$ cat src/rtl/uart_tx_arbiter.sv
// Round-robin arbiter that shares one buart transmitter among NUM_REQ byte-stream
// requesters. A grant is held for a whole message, until the owner's last byte
// has left the transmitter. Requesters must hold valid/data/last stable until acked.
module uart_tx_arbiter #(
   parameter int unsigned NUM_REQ     = 4,
   parameter int unsigned GUARD       = 2,
   parameter int unsigned MSG_TIMEOUT = 4096
) (
   input  logic                   clk,
   input  logic                   resetq,
   input  logic [NUM_REQ-1:0]     req_valid,
   input  logic [8*NUM_REQ-1:0]   req_data,
   input  logic [NUM_REQ-1:0]     req_last,
   output logic [NUM_REQ-1:0]     req_ack,
   output logic [NUM_REQ-1:0]     grant,
   output logic                   uart_wr,
   output logic [7:0]             uart_tx_data,
   input  logic                   uart_busy,
   output logic                   timeout_evt
);

   localparam int unsigned PTR_W  = (NUM_REQ > 1) ? $clog2(NUM_REQ) : 1;
   localparam int unsigned CNT_W  = (MSG_TIMEOUT > 1) ? $clog2(MSG_TIMEOUT + 1) : 1;
   localparam int unsigned GCNT_W = (GUARD > 1) ? $clog2(GUARD + 1) : 1;

   typedef enum logic [1:0] {
      ST_IDLE    = 2'd0,
      ST_SEND    = 2'd1,
      ST_GUARD   = 2'd2,
      ST_WAIT_TX = 2'd3
   } state_t;

   state_t              state;
   logic [PTR_W-1:0]    owner;
   logic [PTR_W-1:0]    rr_ptr;
   logic [CNT_W-1:0]    idle_cnt;
   logic [GCNT_W-1:0]   guard_cnt;
   logic                last_r;

   logic                pick_found;
   logic [PTR_W-1:0]    pick_idx;
   logic                owner_valid;
   logic                owner_last;
   logic [7:0]          owner_data;
   logic [PTR_W-1:0]    next_ptr;
   logic                timeout_hit;

   // Index base+k wrapped into 0..NUM_REQ-1 (NUM_REQ need not be a power of two)
   function automatic logic [PTR_W-1:0] rr_index(input logic [PTR_W-1:0] base,
                                                 input int unsigned k);
      int unsigned s;
      s = 32'(base) + k;
      if (s >= NUM_REQ) s = s - NUM_REQ;
      return PTR_W'(s);
   endfunction

   // First valid requester at or after rr_ptr, wrapping
   always_comb begin
      pick_found = 1'b0;
      pick_idx   = '0;
      for (int unsigned k = 0; k < NUM_REQ; k++) begin
         if (!pick_found && req_valid[rr_index(rr_ptr, k)]) begin
            pick_found = 1'b1;
            pick_idx   = rr_index(rr_ptr, k);
         end
      end
   end

   // Owner's request lines, release pointer and timeout condition
   always_comb begin
      owner_valid = req_valid[owner];
      owner_last  = req_last[owner];
      owner_data  = req_data[{owner, 3'b000} +: 8];
      next_ptr    = (32'(owner) == NUM_REQ - 1) ? '0 : owner + PTR_W'(1);
      timeout_hit = (MSG_TIMEOUT != 0) && ((32'(idle_cnt) + 32'd1) >= MSG_TIMEOUT);
   end

   // Message-level arbitration FSM with registered strobes
   always_ff @(posedge clk or negedge resetq) begin
      if (!resetq) begin
         state        <= ST_IDLE;
         owner        <= '0;
         rr_ptr       <= '0;
         idle_cnt     <= '0;
         guard_cnt    <= '0;
         last_r       <= 1'b0;
         grant        <= '0;
         req_ack      <= '0;
         uart_wr      <= 1'b0;
         uart_tx_data <= 8'h00;
         timeout_evt  <= 1'b0;
      end else begin
         uart_wr     <= 1'b0;
         req_ack     <= '0;
         timeout_evt <= 1'b0;
         case (state)
            ST_IDLE: begin
               if (pick_found) begin
                  owner    <= pick_idx;
                  grant    <= NUM_REQ'(1) << pick_idx;
                  idle_cnt <= '0;
                  state    <= ST_SEND;
               end else begin
                  grant <= '0;
               end
            end
            ST_SEND: begin
               if (owner_valid && !uart_busy) begin
                  uart_tx_data <= owner_data;
                  uart_wr      <= 1'b1;
                  req_ack      <= NUM_REQ'(1) << owner;
                  last_r       <= owner_last;
                  guard_cnt    <= '0;
                  idle_cnt     <= '0;
                  state        <= ST_GUARD;
               end else if (owner_valid) begin
                  // stalled on busy only: not an idle owner
                  idle_cnt <= '0;
               end else if (timeout_hit) begin
                  grant       <= '0;
                  timeout_evt <= 1'b1;
                  rr_ptr      <= next_ptr;
                  idle_cnt    <= '0;
                  state       <= ST_IDLE;
               end else if (idle_cnt != '1) begin
                  idle_cnt <= idle_cnt + CNT_W'(1);
               end
            end
            ST_GUARD: begin
               // spans the ack cycle and buart busy rise latency
               if (32'(guard_cnt) >= GUARD - 1) begin
                  state <= ST_WAIT_TX;
               end else begin
                  guard_cnt <= guard_cnt + GCNT_W'(1);
               end
            end
            ST_WAIT_TX: begin
               if (!uart_busy) begin
                  if (last_r) begin
                     grant  <= '0;
                     rr_ptr <= next_ptr;
                     state  <= ST_IDLE;
                  end else begin
                     idle_cnt <= '0;
                     state    <= ST_SEND;
                  end
               end
            end
            default: begin
               grant <= '0;
               state <= ST_IDLE;
            end
         endcase
      end
   end

endmodule

$ cat config.mk
export PLATFORM = sky130hd
export DESIGN_NAME = uart_tx_arbiter
export DESIGN_NICKNAME = d
export VERILOG_FILES = /design/src/rtl/uart_tx_arbiter.sv
export SDC_FILE = /design/constraint.sdc
export NUM_CORES = 1
export LEC_CHECK = 0
export CORE_ASPECT_RATIO = 1.4
export CORE_MARGIN = 8
export CORE_UTILIZATION = 50
export DETAILED_ROUTE_END_ITERATION = 6
export HOLD_SLACK_MARGIN = 0.12
export PLACE_DENSITY = 0.89
export SYNTH_ARGS = -nofsm -noshare
export SYNTH_HDL_FRONTEND = slang
export SYNTH_SLANG_ARGS = --single-unit
$ cat constraint.sdc
create_clock -name clk -period 5.68 [get_ports clk]
set_input_delay 1.704 -clock clk [delete_from_list [all_inputs] [get_ports clk]]
set_output_delay 1.704 -clock clk [all_outputs]
set_load 0.02 [all_outputs]
# Word-level counts from Yosys, hierarchy flattened
# Index checks and enable logic that the tools add are counted.
[totals]
regBits = 40
in_bits = 43
out_inout_bits = 18
wordCells = 138
[op_classes]
addsub = 11
magnitude_cmp = 11
n_eq_ne = 18
n_shift = 3
n_mux = 65
n_reduce_logical = 19
[op_table]
columns = ["op", "count"]
rows = [
  ["13-bit 2-to-1 mux", 7],
  ["2-bit 2-to-1 mux", 22],
  ["13-bit case mux with 3 select lines", 1],
  ["4-bit 2-to-1 mux", 8],
  ["32-bit by 6-bit variable part select with 8-bit output", 1],
  ["2-bit inequality test, second input constant", 10],
  ["1-bit 2-to-1 mux", 17],
  ["2-bit by 3-bit < comparator with 1-bit output, second input constant", 5],
  ["13-bit by 1-bit adder with 14-bit output, second input constant", 1],
  ["14-bit by 13-bit greater-or-equal comparator with 1-bit output, second input constant", 1],
  ["13-bit by 1-bit adder with 13-bit output, second input constant", 1],
  ["13-bit inequality test, second input constant", 1],
  ["1-bit binary-select mux with 2-bit select", 6],
  ["4-bit case mux with 3 select lines", 1],
  ["6-bit AND reduction", 2],
  ["5-bit AND reduction", 2],
  ["3-bit greater-or-equal comparator, second input constant", 3],
  ["2-bit case mux with 2 select lines", 2],
  ["2-bit case mux with 4 select lines", 1],
  ["1-bit by 2-bit << shifter with 4-bit output, first input constant", 2],
  ["2-bit by 1-bit subtractor with 2-bit output, second input constant", 4],
  ["2-bit by 2-bit adder with 3-bit output, second input constant", 2],
  ["2-bit == test, second input constant", 3],
  ["3-bit inequality test, second input constant", 2],
  ["other kinds (13)", 22],
]

# Longest topological paths before layout
[logic_depth]
word_depth = 17
mapped_depth = 7
ltp_nobuf = 6

# Worst setup path after synthesis
# No wires, ideal clock.
[synth_timing]
kind = "input-to-reg"
start = "input port req_valid[1]"
end = "register idle_cnt[11]"
setup_ns = 0.083
t_arrival_ns = 3.132
required_time_ns = 5.597
path_slack_ns = 2.465
stages = 5
path_buffers = 1
path_cell_list = "mux4_1 nor4_4 buf_6 o21ai_1 a31oi_1"
[synth_between]
elab_chain_cells = 14
elab_cells_between_ends = 27
cone_classes = "eq/ne: 2; mux: 17; reduce/logical: 8"
[synth_rtl]
columns = ["element", "line", "rtl"]
rows = [
  ["from (decl)", "11", "input logic [NUM_REQ-1:0] req_valid,"],
  ["1-bit binary-select mux with 2-bit select", "62", "if (!pick_found && req_valid[rr_index(rr_ptr, k)]) begin"],
  ["1-bit 2-to-1 mux (implied by the code)", "62", ""],
  ["1-bit 2-to-1 mux", "62", ""],
  ["1-bit zero test", "62", ""],
  ["1-bit logical AND", "62", ""],
  ["1-bit 2-to-1 mux", "62", ""],
  ["1-bit zero test", "62", ""],
  ["1-bit logical AND", "62", ""],
  ["1-bit 2-to-1 mux", "62", ""],
  ["1-bit zero test", "62", ""],
  ["1-bit logical AND", "62", ""],
  ["1-bit 2-to-1 mux", "62", ""],
  ["2-bit inequality test (no line)", "--", ""],
  ["5-bit AND reduction (no line)", "--", ""],
  ["to (signal assigned)", "126", "idle_cnt <= idle_cnt + CNT_W'(1);"],
  ["to (decl)", "36", "logic [CNT_W-1:0] idle_cnt;"],
]
# Several ways; a longest one is shown, not always the timed one. The select of a mux whose other input is x is not followed.
# A chain may end at the register's enable or synchronous reset.

# Final worst setup path
[layout_timing]
start = "input port req_valid[1]"
end = "register idle_cnt[6]"
# The elaborated chain is that of the path after synthesis.

==> implementation parameters <==
Parameter                              Value

Status
  Run status    completed

Drt
  Number of DRC violations after detailed-routing iteration 0    168
  Drt pass-1 iters    4
  Via count    1932
  Residual DRC    0
  Total wire length after detailed routing    5570 microns
  Avg Vias per Cell    5.62
  Number of routed nets with antenna violations    0
  Routed wire per std cell    16.2 microns

Layout
  Filler cell count    358
  Area growth, synth to finish    32.3%
  Antenna Diode Count    0
  Fin nets    330
  Share of layout cells above drive strength 1    0.121
  Final Instance Area    2960 sq um

Power
  Comb pwr share    0.433
  Net switching power    453 uW
  Pwr per Cell Area    a little under 400 nW/um^2
  Relative contribution of the clock network to total power    0.171
  Sw frac    0.388
  Internal Power    approximately 700 uW
  IR Drop Worst-Case VDD    ~0.24 mV
  Leakage power total    0.00125 uW
  Flop pwr share    0.395

Floorplanning
  Horizontal die dimension    72.6 microns
  Total core area    4430 sq um
  Die span in y    95.2 microns
  Die Outline Area    6910 sq um
  Site Rows    29
  Initial Utilization    0.506
  Ports placed on the boundary    a little over 60

Clocking
  TritonCTS sink count    40
  Cts repair resizes    0
  Number of hold buffers added after cts    0
  Clock transition at the register clock pins on the worst setup and hold paths after CTS    80 ps
  Latest clock arrival within the worst-skew pair    300 ps
  Setup fix buffers added after clock tree synthesis    0
  CTS max path bufs    2
  TritonCTS Buffers    5
  Cell at the root of the clock tree    sky130_fd_sc_hd__clkbuf_8
  CTS H-Tree Depth    2
  Clock tree from TritonCTS    built

Setup path
  Critical-path cell list    clkdlybuf4s50_1, mux4_1, nor4_4, o21ai_0, a31oi_1
  Critical path startpoint category    input port
  Cell type group with the largest total delay on the critical path    simple AND/OR/NAND/NOR gates
  Setup slack on the worst flop-to-flop path    about 2800 ps
  WP data arrival    just over 4000 ps
  Maximum single-stage delay on the critical path    800 ps
  Cell with the largest stage delay on the worst path    sky130_fd_sc_hd__nor4_4
  Crit path buffers/inverters    1
  Setup crit end kind    flip-flop
  Type of the setup path with the least slack    in2reg
  Worst-path fanout max    17
  Reg2Reg Launch Point    owner[0]
  Data required time of the critical path    between 5000 and 6000 ps
  Launch point of the critical path    req_valid[1]

Timing
  Endpoints failing hold    0
  Worst hold margin    ~480 ps
  Worst Max-Slew Pin Slew    879 ps
  Slew headroom    0.414
  Post-Route Skew    5.70 ps
  RSZ-0062 raised after global routing    no
  Max Fclk    263 MHz
  Shortest period the worst path allows    3810 ps
  Setup_tns    0 ps
  Final setup fails    0
  Max Transition Viols Final    0
  Share of the clock period used by the worst path    0.670

Synthesis
  Synthesized cell area    2240 sq um
  Number of distinct library cell variants in the gate-level netlist after synthesis    49
  Sequential cell area fraction in the yosys report    0.447
  Average cell area after synthesis    10.1 sq um
  Share of synthesized registers carrying an async set or reset    1.00
  Synth Instances    about 220
  Synth warnings    0
  Count of flip-flops with a built-in enable after synthesis    0
  Net count after synthesis    270
  Flops & latches, synth    40
  Top flip-flop cell by instance count after synthesis    sky130_fd_sc_hd__dfrtp_1

Global route
  Wire length of the first global-routing pass    approximately 9400 microns
  Overall track demand over capacity in global routing    0.176
  Pin count of the biggest net entering global routing    between 40 and 50
  Total overflow reported by the global router    0
  Number of antenna violations at the first check in global routing    0
  Number of global-route vias before repair    2007

Placement
  Last weighted congestion value of the routability-driven placer    0.828
  Placed standard-cell area    2870 sq um
  Port bufs    60
  Post-detail-place hpwl    4170 microns

Run
  Maxcap violations    0

Hold path
  Min-Delay Startpoint    uart_tx_data[5]
  Hold Path Class    reg2reg
==> power groups by stage <==
| stage | Clock, uW | Sequential, uW | Combinational, uW |
|---|---|---|---|
| after floorplan | 0 | 474 | 307 |
| after global placement | 0 | 462 | 491 |
| after detailed placement | 0 | 466 | 508 |
| after CTS | 202 | 463 | 511 |
| after global routing | 215 | 480 | 556 |
| final | 200 | 461 | 506 |
==> layer usage <==
metal	track usage	share of wire	vias up
met4	0.114	0.036	0
met2	0.296	0.54	65
met1	0.191	0.37	932
met5	0	0	-
li1	-	-	922
met3	0.0495	0.045	13
==> synth_stat cells (2+ instances only) <==
cell type                    n  share of area
sky130_fd_sc_hd__mux4_2      9          0.090
sky130_fd_sc_hd__nand4_1     3         0.0084
sky130_fd_sc_hd__o21ai_0    10          0.022
sky130_fd_sc_hd__nor4_1      2         0.0056
sky130_fd_sc_hd__mux2_2      2          0.010
sky130_fd_sc_hd__dfrtp_1    40           0.45
sky130_fd_sc_hd__buf_6       2          0.010
sky130_fd_sc_hd__nor2_1      7          0.012
sky130_fd_sc_hd__a22o_1      2         0.0078
sky130_fd_sc_hd__inv_1       9          0.015
sky130_fd_sc_hd__and2_1      4          0.011
sky130_fd_sc_hd__ha_1        6          0.033
sky130_fd_sc_hd__o21ai_1     4         0.0089
sky130_fd_sc_hd__nor3_1      4         0.0089
sky130_fd_sc_hd__a21oi_1     8          0.018
sky130_fd_sc_hd__nand2b_1    7          0.020
sky130_fd_sc_hd__a31oi_1     6          0.017
sky130_fd_sc_hd__clkbuf_1    4         0.0067
sky130_fd_sc_hd__o2bb2ai_1   3          0.012
sky130_fd_sc_hd__o21a_1      2         0.0067
sky130_fd_sc_hd__and2_2      2         0.0067
sky130_fd_sc_hd__mux2i_1     2         0.0089
sky130_fd_sc_hd__a41oi_1     2         0.0078
sky130_fd_sc_hd__or2_2       4          0.011
sky130_fd_sc_hd__nand3_1     6          0.013
sky130_fd_sc_hd__nand2_1    47          0.079
sky130_fd_sc_hd__and3_1      2         0.0056
==> kinds of logic (layout without fill, tap and decap cells) <==
logic type | count (synthesis) | in the layout | share of synthesized area
fa+ha+maj | 6 | 6 | 0.0335
compound gates | 48 | 48 | 0.145
buf+inv | 17 | 78 | 0.0357
simple gates | 96 | 96 | 0.218
flops | 40 | 40 | 0.447
mux | 14 | 14 | 0.121
==> flip-flops by register name, indices dropped and copies added, names as in the netlist, named ones only <==
register / count
req_ack: 4
uart_wr: 1
last_r: 1
rr_ptr: 2
idle_cnt: 13
state: 1
uart_tx_data: 8
guard_cnt: 2
timeout_evt: 1
grant: 4
owner: 2
==> layout by cell type (no fill, tap or decap), drive strengths merged, types with 3 or more instances in the layout <==
cell type      instances
inv                   10
nor4                   4
a22o                   3
nand4                  3
dfrtp                 40
ha                     6
clkdlybuf4s50         59
and2                   6
or2                    4
nand2b                 7
nor2                   7
o2bb2ai                3
a21oi                  8
nand2                 47
clkbuf                 6
a31oi                  6
o21ai                 15
mux4                  10
nand3                  7
nor3                   4
==> cell type report <==
class | instances | area, sq um | area share
Inverter | 10 | 37.5 | 0.0127
Clock inverter | 2 | 10.0 | 0.00338
Multi-Input combinational cell | 164 | 1160 | 0.391
Sequential cell | 40 | 1000 | 0.338
Timing Repair Buffer | 60 | 596 | 0.201
Clock buffer | 6 | 82.6 | 0.0279
Tap cell | 62 | 77.6 | 0.0262
==> tightest hold or removal path: stages (launching register included) <==
cell and delay (ps):
sky130_fd_sc_hd__dfrtp_1 350, sky130_fd_sc_hd__nand2_1 50, sky130_fd_sc_hd__nand2_1 50
==> stage by stage <==
stage           util  cells  worst slack [ps]  total power [uW]
6_report       0.670    344              1870              1170
5_1_grt        0.670    344              1660              1250
4_1_cts        0.670    344              1880              1180
3_5_place_dp   0.649    336              1560               974
3_3_place_gp   0.649    336              1640               954
2_1_floorplan      -    221              2460               781
==> worst paths after layout <==
kind / end / cells past startpoint
worst min-delay path: uart_tx_data[5] / 2
worst max register to register: idle_cnt[6] / 4
min in group asynchronous: idle_cnt[1] / 1
worst max-delay path: idle_cnt[6] / 5
max in group asynchronous: uart_tx_data[7] / 1
worst min register to register: uart_tx_data[5] / 2
Power figures use the tool's default switching activity.
